<file path="config.mk">
export PLATFORM = sky130hd
export DESIGN_NAME = mc_control_fsm_flat
export DESIGN_NICKNAME = d
export VERILOG_FILES = /design/src/rtl/mc_control_fsm_if.sv /design/src/rtl/mc_control_fsm.sv /design/src/flat_wrapper.sv
export SDC_FILE = /design/constraint.sdc
export NUM_CORES = 1
export LEC_CHECK = 0
export CAP_MARGIN = 30
export CORE_UTILIZATION = 49
export DETAILED_ROUTE_END_ITERATION = 6
export GPL_TIMING_DRIVEN = 0
export HOLD_SLACK_MARGIN = 0.02
export PLACE_DENSITY = 0.84
export SYNTH_ARGS = -nofsm -noshare
export SYNTH_HDL_FRONTEND = slang
export SYNTH_SLANG_ARGS = --single-unit
</file>
<file path="constraint.sdc">
create_clock -name CLK -period 2.4 [get_ports CLK]
set_clock_uncertainty 0.1 [all_clocks]
set_input_delay 0.48 -clock CLK [delete_from_list [all_inputs] [get_ports CLK]]
set_output_delay 0.48 -clock CLK [all_outputs]
set_load 0.05 [all_outputs]
</file>
<file path="src/rtl/mc_control_fsm_if.sv">
// Control/handshake bundle between the instruction register, memory and the
// multi-cycle control FSM.
interface mc_control_fsm_if #(
  parameter int unsigned OP_W  = 6,
  parameter int unsigned CNT_W = 32
);
  logic [OP_W-1:0]  opcode;
  logic             mem_ready;
  logic             resume;
  logic [3:0]       state;
  logic [3:0]       next_state;
  logic             mem_req;
  logic             instr_done;
  logic             halted;
  logic             fault;
  logic [CNT_W-1:0] instr_count;

  // Environment side: supplies opcode and handshakes, observes control state.
  modport master (
    output opcode, mem_ready, resume,
    input  state, next_state, mem_req, instr_done, halted, fault, instr_count
  );

  // FSM side.
  modport slave (
    input  opcode, mem_ready, resume,
    output state, next_state, mem_req, instr_done, halted, fault, instr_count
  );
endinterface

</file>
<file path="src/rtl/mc_control_fsm.sv">
// Registered multi-cycle control FSM for the MIPS core: opcode-directed
// EXE/MEM/WB sequencing, memory wait-states with timeout, HALT/resume and a
// retired-instruction counter.
module mc_control_fsm #(
  parameter int unsigned OP_W     = 6,
  parameter int unsigned WAIT_MAX = 15,
  parameter int unsigned CNT_W    = 32
) (
  input logic           CLK,
  input logic           Reset,
  mc_control_fsm_if.slave bus
);

  localparam int unsigned WAIT_W = (WAIT_MAX < 2) ? 1 : $clog2(WAIT_MAX + 1);

  typedef enum logic [3:0] {
    StIf   = 4'b0000,
    StId   = 4'b0001,
    StCExe = 4'b0010,
    StMem  = 4'b0011,
    StCWb  = 4'b0100,
    StBExe = 4'b0101,
    StAExe = 4'b0110,
    StAWb  = 4'b0111,
    StHalt = 4'b1000
  } state_e;

  state_e            state_q, state_d;
  logic              instr_done_q;
  logic              fault_q;
  logic [CNT_W-1:0]  instr_count_q;
  logic [WAIT_W-1:0] wait_q, wait_d;
  logic              retire;
  logic              timeout;
  logic              wait_hit;
  logic [5:0]        op;

  // Only the top six opcode bits take part in decode.
  assign op       = bus.opcode[OP_W-1 -: 6];
  assign wait_hit = (WAIT_MAX != 0) && (wait_q == WAIT_W'(WAIT_MAX));

  // State, wait counter, retire pulse/counter and sticky fault registers.
  always_ff @(posedge CLK or posedge Reset) begin
    if (Reset) begin
      state_q       <= StIf;
      wait_q        <= '0;
      instr_done_q  <= 1'b0;
      fault_q       <= 1'b0;
      instr_count_q <= '0;
    end else begin
      state_q      <= state_d;
      wait_q       <= wait_d;
      instr_done_q <= retire;
      fault_q      <= fault_q | timeout;
      if (retire) begin
        instr_count_q <= instr_count_q + CNT_W'(1);
      end
    end
  end

  // Next-state decode, retire and timeout detection.
  always_comb begin
    state_d = StIf;
    retire  = 1'b0;
    timeout = 1'b0;
    case (state_q)
      StIf: begin
        // A ready arriving on the timeout cycle still completes normally.
        if (bus.mem_ready) begin
          state_d = StId;
        end else if (wait_hit) begin
          state_d = StHalt;
          timeout = 1'b1;
        end else begin
          state_d = StIf;
        end
      end
      StId: begin
        case (op[5:3])
          3'b110: state_d = (op == 6'b110100 || op == 6'b110101) ? StBExe : StCExe;
          3'b111: begin
            state_d = (op == 6'b111111) ? StHalt : StIf;
            retire  = 1'b1;
          end
          default: state_d = StAExe;
        endcase
      end
      StCExe: state_d = StMem;
      StMem: begin
        if (bus.mem_ready) begin
          if (op == 6'b110001) begin
            state_d = StCWb;
          end else begin
            state_d = StIf;
            retire  = 1'b1;
          end
        end else if (wait_hit) begin
          state_d = StHalt;
          timeout = 1'b1;
        end else begin
          state_d = StMem;
        end
      end
      StCWb: begin
        state_d = StIf;
        retire  = 1'b1;
      end
      StBExe: begin
        state_d = StIf;
        retire  = 1'b1;
      end
      StAExe: state_d = StAWb;
      StAWb: begin
        state_d = StIf;
        retire  = 1'b1;
      end
      StHalt:  state_d = bus.resume ? StIf : StHalt;
      default: state_d = StIf;
    endcase
  end

  // Wait counter: cleared on any state change, counts unanswered requests.
  always_comb begin
    wait_d = wait_q;
    if (state_d != state_q) begin
      wait_d = '0;
    end else if ((state_q == StIf || state_q == StMem) && !bus.mem_ready) begin
      wait_d = wait_q + WAIT_W'(1);
    end
  end

  // Output drive.
  always_comb begin
    bus.state       = state_q;
    bus.next_state  = state_d;
    bus.mem_req     = (state_q == StIf) || (state_q == StMem);
    bus.instr_done  = instr_done_q;
    bus.halted      = (state_q == StHalt);
    bus.fault       = fault_q;
    bus.instr_count = instr_count_q;
  end

endmodule

</file>
<file path="src/flat_wrapper.sv">
// flat-port wrapper written by rule: the top's interface ports become plain ports
module mc_control_fsm_flat 
#(
  parameter int unsigned OP_W     = 6,
  parameter int unsigned WAIT_MAX = 15,
  parameter int unsigned CNT_W    = 32
)
  (CLK, Reset, bus_opcode, bus_mem_ready, bus_resume, bus_state, bus_next_state, bus_mem_req, bus_instr_done, bus_halted, bus_fault, bus_instr_count);
  mc_control_fsm_if #(.OP_W(OP_W), .CNT_W(CNT_W)) bus_i ();
  input logic CLK;
  input logic Reset;
  input wire logic [$bits(bus_i.opcode)-1:0] bus_opcode;
  input wire logic [$bits(bus_i.mem_ready)-1:0] bus_mem_ready;
  input wire logic [$bits(bus_i.resume)-1:0] bus_resume;
  output wire logic [$bits(bus_i.state)-1:0] bus_state;
  output wire logic [$bits(bus_i.next_state)-1:0] bus_next_state;
  output wire logic [$bits(bus_i.mem_req)-1:0] bus_mem_req;
  output wire logic [$bits(bus_i.instr_done)-1:0] bus_instr_done;
  output wire logic [$bits(bus_i.halted)-1:0] bus_halted;
  output wire logic [$bits(bus_i.fault)-1:0] bus_fault;
  output wire logic [$bits(bus_i.instr_count)-1:0] bus_instr_count;
  assign bus_i.opcode = bus_opcode;
  assign bus_i.mem_ready = bus_mem_ready;
  assign bus_i.resume = bus_resume;
  assign bus_state = bus_i.state;
  assign bus_next_state = bus_i.next_state;
  assign bus_mem_req = bus_i.mem_req;
  assign bus_instr_done = bus_i.instr_done;
  assign bus_halted = bus_i.halted;
  assign bus_fault = bus_i.fault;
  assign bus_instr_count = bus_i.instr_count;
  mc_control_fsm #(.OP_W(OP_W), .WAIT_MAX(WAIT_MAX), .CNT_W(CNT_W)) u_core (.CLK(CLK), .Reset(Reset), .bus(bus_i));
endmodule
</file>
== After elaboration in Yosys (flattened, before gate mapping) ==
Cells that the tools add are included.
Word-level totals
  flip-flop bits (word level): 42
  input bits: 10
  output and inout bits: 44
  logic and storage cells: 51
Cells by class
  add/sub/neg operators: 2
  equal/unequal tests: 16
  multiplexer cells: 19
  bitwise gates (word level): 1
  reductions and logical operators: 8
Operators by type and width (count)
  adder 32 x 1 -> 32 bit (second input constant): 1
  two-way mux 4 bit: 8
  equality test 6 bit (second input constant): 4
  one-hot mux 4 bit (6 select lines): 1
  equality test 4 x 3 -> 1 bit (second input constant): 4
  equality test 4 x 2 -> 1 bit (second input constant): 2
  equality test 4 bit (second input constant): 2
  one-hot mux 4 bit (2 select lines): 1
  equality test 3 bit (second input constant): 2
  two-way mux 1 bit: 6
  two-way mux 3 bit: 2
  adder 4 x 1 -> 4 bit (second input constant): 1
  equality test 4 x 1 -> 1 bit (second input constant): 1
  zero test 4 bit: 1
  != test 4 bit: 1
  one-hot mux 1 bit (3 select lines): 1
  OR reduction 3 bit: 1
  logical OR 1 bit: 2
  nonzero test 2 bit: 1
  OR reduction 2 bit: 1
  logical AND 1 bit: 1
  zero test 1 bit: 1
  bitwise OR 1 bit: 1

== Logic depth before layout (Yosys ltp) ==
Gate-level depths: netlist (run 1).
  word-level depth: 7
  gate-level depth with buffers: 8
  mapped depth without buffers: 6

== Least setup slack after synthesis (run 1) ==
Ideal clock, no wire load.
  kind: flip-flop to output port
  start: register u_core.state_q[2], in the netlist u_core.bus.state[2]
  end: output port bus_next_state[3]
  arrival time: 3109 ps
  required time: 1820 ps
  path slack: -1289 ps
  cell stages (with the launch flop): 5
  buffers on the path: 1
  cells stage by stage: dfrtp_1 clkbuf_1 nor4b_1 nand2b_1 nand2_1
Between the ends
  word-level cells in the longest chain between the ends: 2
  elaborated cells between the ends (all ways): 7
  those cells by class: eq/ne (5); mux (1); reduce/logical (1)
RTL lines
  from (decl): line mc_control_fsm.sv:28  | state_e state_q, state_d;
  from (signal assigned): line mc_control_fsm.sv:45  | state_q <= StIf;
  from (signal assigned): line mc_control_fsm.sv:51  | state_q <= state_d;
  equality test 4 bit
  named net bus_halted: line flat_wrapper.sv:19  | output wire logic [$bits(bus_i.halted)-1:0] bus_halted;
  one-hot mux 4 bit (6 select lines): line mc_control_fsm.sv:66  | case (state_q)
  to (decl): line flat_wrapper.sv:16  | output wire logic [$bits(bus_i.next_state)-1:0] bus_next_state;
The timed path passes the listed nets, and every way through them passes these cells.

== Final worst setup path (run 1) ==
  start: register u_core.state_q[0], in the netlist u_core.bus.state[0]
  end: output port bus_next_state[3]
Between the ends
  word-level cells in the longest chain between the ends: 2
  elaborated cells between the ends (all ways): 7
  those cells by class: eq/ne (5); mux (1); reduce/logical (1)
RTL lines (line)
  equality test 4 bit (tied with other cells): mc_control_fsm.sv:66
  one-hot mux 4 bit (6 select lines) (*): mc_control_fsm.sv:66
Every way passes the cells marked *; elsewhere a longest branch is shown, timed or not.

==> flow_metrics.env, run 1 <==
export IMPL_clock_power_share_pct=17.0
export IMPL_post_place_cells=312
export IMPL_synthCells=209
export IMPL_grt_pass1_wl_mm=7.783
export IMPL_cp_end_kind="output pin"
export IMPL_vias_per_cell=5.682
export IMPL_wl_met1_mm=2.132
export IMPL_ys_ff_latch=42
export IMPL_wl_per_cell_um=15.16
export IMPL_power_density_nw_per_um2=967.2
export IMPL_die_y_um=68.50
export IMPL_highest_layer="met4"
export IMPL_ys_warn_count=0
export IMPL_htree_levels=2
export IMPL_gr_total_overflow=0
export IMPL_pre_cts_slack_ps=-871.1
export IMPL_fin_util_pct=71.15
export IMPL_cts_sinks=42
export IMPL_area_delta_synth_final_pct=35.10
export IMPL_crit_start="u_core.bus.state[0]"
export IMPL_switchingPower_uw=1331
export IMPL_grt_max_degree=43
export IMPL_finalNonFillerCells=321
export IMPL_gp_congestion=0.8632
export IMPL_finalCritPeriodShare_pct=105.2
export IMPL_rows=23
export IMPL_layout_commonest_cell="clkdlybuf4s50_1"
export IMPL_clk_pin_slew_ps=80
export IMPL_finalHoldViolations=0
export IMPL_fp_dieW_um=68.50
export IMPL_clk_latency_ps=300
export IMPL_peakVddDrop_mv=0.9167
export IMPL_rr_worst_depth=8
export IMPL_total_power_uw=2832
export IMPL_cts_path_max_buffers=2
export IMPL_reg2reg_slack_ps=190
export IMPL_initial_core_util_pct=52.66
export IMPL_layout_common_cells="clkdlybuf4s50_1 (46), dfrtp_1 (42), xnor2_1 (23)"
export IMPL_yosys_most_used_dff="dfrtp_1"
export IMPL_startpoint_type="register"
export IMPL_r2r_start="u_core.bus.state[1]"
export IMPL_status="finished with violations"
export IMPL_track_usage_pct=22.70
export IMPL_core_um2=4115
export IMPL_power_frac_seq_pct=31.8
export IMPL_ctsHoldBuffers=0
export IMPL_synth_edf_count=0
export IMPL_path_class="register to output pin"
export IMPL_crit_path_max_fanout=10
export IMPL_maxCapViolations=0
export IMPL_vias=1824
export IMPL_cts_buffers=5
export IMPL_yosysSeqAreaShare_pct=48.50
export IMPL_port_buffers=53
export IMPL_min_path_cells=1
export IMPL_synth_cell_types=40
export IMPL_die_area_um2=4692
export IMPL_dpl_hpwl_mm=3.382
export IMPL_fmax_mhz=396.2
export IMPL_routed_wirelength_mm=4.865
export IMPL_worst_slew_pin_slew_ps=873.4
export IMPL_fin_setup_tns_ps=-186.3
export IMPL_avgSynthCellArea_um2=10.37
export IMPL_drv_slew=0
export IMPL_critical_path_endpoint="bus_next_state[3]"
export IMPL_cts_root_buffer="clkbuf_8"
export IMPL_syn_nets=221
export IMPL_drive_above_1_share_pct=15.13
export IMPL_async_flop_share_pct=100.0
export IMPL_min_path_type="register to register"
export IMPL_cellLeakagePower_uw=0.001147
export IMPL_antenna_cells=0
export IMPL_num_io_pins=54
export IMPL_dr_pass1_iters=4
export IMPL_nets=282
export IMPL_drtAntennaViolNets=0
export IMPL_grt_setup_unrepaired="yes"
export IMPL_internal_power_uw=1501
export IMPL_slew_headroom_pct=41.77
export IMPL_wl_met2_mm=2.454
export IMPL_cts_tree="done"
export IMPL_violations="negative setup slack"
export IMPL_synthesis_area_um2=2167
export IMPL_worst_ep_arrival_time_ps=1940
export IMPL_worst_slack_ps=-124.1
export IMPL_fin_crit_ps=2524
export IMPL_grt_pass1_vias=1751
export IMPL_drc=0
export IMPL_setup_violations_final=2
export IMPL_timing_rr_end="u_core.bus.instr_count[22]"
export IMPL_switching_share_pct=46.99
export IMPL_power_frac_comb_pct=51.2
export IMPL_drt_iter0_markers=72
export IMPL_critPathRequiredTime_ps=1820
export IMPL_wl_met3_um=217
export IMPL_antenna_found_initial=0
[repair_timing]
| item | 4_1_cts | 5_1_grt |
|---|---|---|
| setup buffers | 1 | 0 |
| resized for setup | 31 | 9 |
| setup endpoints to repair | 6 | 4 |
| pin swaps | 0 | 0 |
[metrics by stage]
step                      instance area (µm²)  hold slack (ps)
after floorplan                          2193            404.2
after global placement                   2786            362.1
after detailed placement                 2786            369.5
after CTS                                2903            395.4
after global routing                     2928            415.7
final                                    2928            392.8
[worst min-delay path by stage]
| stage | from | endpoint | slack, ps |
|---|---|---|---|
| 6_report | u_core.bus.fault | u_core.bus.fault | 390 |
| 5_1_grt | u_core.bus.instr_count[27] | u_core.bus.instr_count[27] | 420 |
| 4_1_cts | u_core.bus.fault | u_core.bus.fault | 400 |
| 3_5_place_dp | u_core.bus.fault | u_core.bus.fault | 370 |
| 3_3_place_gp | u_core.bus.instr_count[31] | u_core.bus.instr_count[31] | 360 |
| 2_1_floorplan | u_core.wait_q[3] | u_core.wait_q[3] | 400 |
[sequential cells by signal (all words and copies together) (netlist names)]
signal,flops
u_core.bus.instr_count,32
u_core.bus.state,4
u_core.wait_q,4
u_core.bus.fault,1
u_core.bus.instr_done,1
[synth_stat cells (all sizes together), types with 2 or more instances]
master | count | area [µm²]
nor3 | 7 | 45.04
nand2b | 3 | 18.77
buf | 6 | 48.79
xor2 | 12 | 105.1
a21oi | 3 | 15.01
dfrtp | 42 | 1051
nor2 | 14 | 52.55
nor4 | 9 | 83.83
or4 | 3 | 26.27
clkbuf | 3 | 12.51
nand2 | 21 | 81.33
o22ai | 2 | 12.51
nand3 | 11 | 55.05
and2 | 2 | 12.51
nor2b | 2 | 12.51
and3 | 5 | 31.28
inv | 4 | 15.01
xnor2 | 23 | 201.4
nand4 | 21 | 131.4
ha | 2 | 25.02
o21ai | 2 | 10.01
nor4b | 2 | 32.53
[final cells by class]
| type | instances | area [µm²] |
|---|---|---|
| Timing Repair Buffer | 54 | 529.3 |
| Multi-Input combinational cell | 154 | 1104 |
| Tap cell | 50 | 62.56 |
| Clock buffer | 6 | 82.58 |
| Buffer | 9 | 71.32 |
| Clock inverter | 2 | 12.51 |
| Inverter | 4 | 15.01 |
| Sequential cell | 42 | 1051 |
| Fill cell | 312 | 1187 |
[metal layers]
layer,track usage (%),vias up
li1,-,868
met1,27.34,886
met2,38.85,61
met3,6.086,9
met4,7.813,0
met5,0,-
[power by group through the flow]
stage               clock, µW  combinational, µW  sequential (µW)
floorplan                   0                746             1170
global placement            0               1400              908
CTS                       482               1430              899
finish                    483               1450              899
global route              519               1550              911
detailed placement          0               1410              916
[kinds of logic (layout without fill, tap and decap cells)]
kind of cell             count (synthesis)  count (layout)  share of synthesized area (%)
flip-flops                              42              42                          48.50
adder cells (fa/ha/maj)                  2               2                          1.155
AND/OR/NAND/NOR                        105             105                          28.93
AO/OA/AOI/OAI                           12              12                          3.753
XOR/XNOR                                35              35                          14.15
buffers and inverters                   13              75                          3.521
[worst max-delay path: stages, from the launching register on]
cell	delay, ps
dfrtp_1	400
buf_6	150
xor2_2	190
or4_4	450
o22a_4	260
nand2_4	60
buf_8	140
Note: power is estimated with default switching activity, not from simulation.
==> run 2, diff against run 1 <==
--- a/config.mk
+++ b/config.mk
@@ -11,6 +11,7 @@
 export GPL_TIMING_DRIVEN = 0
 export HOLD_SLACK_MARGIN = 0.02
 export PLACE_DENSITY = 0.84
+export REMOVE_ABC_BUFFERS = 1
 export SYNTH_ARGS = -nofsm -noshare
 export SYNTH_HDL_FRONTEND = slang
 export SYNTH_SLANG_ARGS = --single-unit
==> run 2 against run 1 <==
The flow still finishes with violations (negative setup slack). Wire length up 2.4%. Critical path depth shrank 1. Die area unchanged. Global-route usage down 1.4 points. Worst setup slack improved by 69 ps. Clock power is 12% lower. Via count is 1.1% higher. Highest routed layer unchanged.
==> flow_metrics.env, run 2 (synthesis results as in run 1) <==
export IMPL_cellLeakagePower_uw=0.001188
export IMPL_fp_dieW_um=68.50
export IMPL_cts_tree="done"
export IMPL_cts_path_max_buffers=2
export IMPL_total_power_uw=2911
export IMPL_die_area_um2=4692
export IMPL_post_place_cells=303
export IMPL_status="finished with violations"
export IMPL_min_path_cells=1
export IMPL_dpl_cell_area_um2=2699
export IMPL_grt_pass1_wl_mm=7.465
export IMPL_initial_core_util_pct=52.66
export IMPL_peakVddDrop_mv=1.411
export IMPL_gp_congestion=0.7791
export IMPL_drt_iter0_markers=109
export IMPL_final_area_um2=2977
export IMPL_worst_slew_pin_slew_ps=824.3
export IMPL_layout_common_cells="clkdlybuf4s50_1 (43), dfrtp_1 (38), xnor2_1 (23)"
export IMPL_gr_total_overflow=0
export IMPL_largest_register_ffs=32
export IMPL_grt_setup_unrepaired="yes"
export IMPL_core_um2=4115
export IMPL_cts_root_buffer="clkbuf_8"
export IMPL_slew_headroom_pct=44.96
export IMPL_drtAntennaViolNets=0
export IMPL_antenna_cells=0
export IMPL_nets=290
export IMPL_multi_input_area_um2=1099
export IMPL_grt_pass1_vias=1646
export IMPL_power_density_nw_per_um2=977.8
export IMPL_maxCapViolations=0
export IMPL_clk_pin_slew_ps=80
export IMPL_rows=23
export IMPL_startpoint_type="register"
export IMPL_nFillCells=306
export IMPL_dr_pass1_iters=4
export IMPL_finalNonFillerCells=328
export IMPL_finalHoldViolations=0
export IMPL_cp_end_kind="output pin"
export IMPL_slowest_stage="dfrtp_2"
export IMPL_htree_levels=2
export IMPL_area_delta_synth_final_pct=37.36
export IMPL_fmax_mhz=407.3
export IMPL_fin_util_pct=72.33
export IMPL_drv_slew=0
export IMPL_crit_path_max_fanout=7
export IMPL_cp_cell_sequence="xor2_2 -> or4_4 -> o22a_2 -> nand2_2 -> buf_8"
export IMPL_vias=1844
export IMPL_grt_max_degree=43
export IMPL_drive_above_1_share_pct=20.14
export IMPL_routed_wirelength_mm=4.982
export IMPL_worst_ep_arrival_time_ps=1880
export IMPL_drc=0
export IMPL_antenna_found_initial=0
export IMPL_setup_violations_final=1
export IMPL_max_stage_delay_ps=480
export IMPL_worst_slack_ps=-55.05
export IMPL_vias_per_cell=5.622
export IMPL_path_class="register to output pin"
export IMPL_register_area_um2=1056
export IMPL_min_path_type="register to register"
export IMPL_violations="negative setup slack"
export IMPL_critPathRequiredTime_ps=1820
export IMPL_dpl_hpwl_mm=3.092
export IMPL_cts_sinks=42
export IMPL_die_y_um=68.50
export IMPL_num_io_pins=54
export IMPL_layout_commonest_cell="clkdlybuf4s50_1"
export IMPL_track_usage_pct=21.28
export IMPL_fin_crit_ps=2455
export IMPL_fin_hold_ws_ps=367.7
export IMPL_cts_buffers=5
export IMPL_wl_per_cell_um=15.19
export IMPL_finalCritPeriodShare_pct=102.3
export IMPL_clk_latency_ps=290
export IMPL_rr_worst_depth=5
export IMPL_port_buffers=53
run 2: final cells by class:
| class | count | area share (%) |
|---|---|---|
| Inverter | 4 | 0.6305 |
| Timing Repair inverter | 3 | 0.7566 |
| Clock buffer | 5 | 2.312 |
| Tap cell | 50 | 2.102 |
| Timing Repair Buffer | 68 | 21.48 |
| Sequential cell | 42 | 35.48 |
| Clock inverter | 2 | 0.3363 |
| Multi-Input combinational cell | 154 | 36.91 |
run 2: final timing paths:
| path | start | slack (ps) | end |
|---|---|---|---|
| min in group asynchronous | Reset | 570 | u_core.bus.instr_count[31] |
| hold reg to reg | u_core.bus.instr_count[31] | 370 | u_core.bus.instr_count[31] |
| max in group asynchronous | Reset | 1060 | u_core.bus.state[1] |
| setup / recovery | u_core.bus.state[0] | -60 | bus_next_state[3] |
| hold / removal | u_core.bus.instr_count[31] | 370 | u_core.bus.instr_count[31] |
| setup reg to reg | u_core.bus.instr_count[7] | 300 | u_core.bus.instr_count[25] |
run 2: worst max-delay path: cells and delay by family, from the launching register on:
kind	cells	cell delay [ps]
compound gates	1	250
xor+xnor	1	210
buf+inv	1	140
flops	1	480
simple gates	2	500
run 2: power by group:
part / switching [µW] / leakage (µW) / internal (µW)
Combinational: 988 / 0.000622 / 542
Clock: 231 / 0.0000438 / 195
Sequential: 157 / 0.000523 / 797
Total: 1380 / 0.00119 / 1530
run 2: metal layers:
layer | part of all wire, % | global-route usage [%]
met4 | 1.4 | 5.729
met3 | 4.7 | 4.934
met5 | 0 | 0
met1 | 44 | 27.55
met2 | 50 | 35.54
run 2: timing repair:
item	CTS	global route
setup buffers	0	15
endpoints found under the setup margin	27	28
hold buffers	0	0
cloned	1	2
gates resized for setup	35	23
pin swaps	1	5
run 2: through the flow:
step           setup slack [ps]  TNS (ps)
6_report                 -55.05    -55.05
5_1_grt                  -111.8    -182.3
4_1_cts                  -123.6    -832.5
3_5_place_dp             -855.8    -13060
3_3_place_gp             -876.4    -12340
2_1_floorplan             -1246     -3699
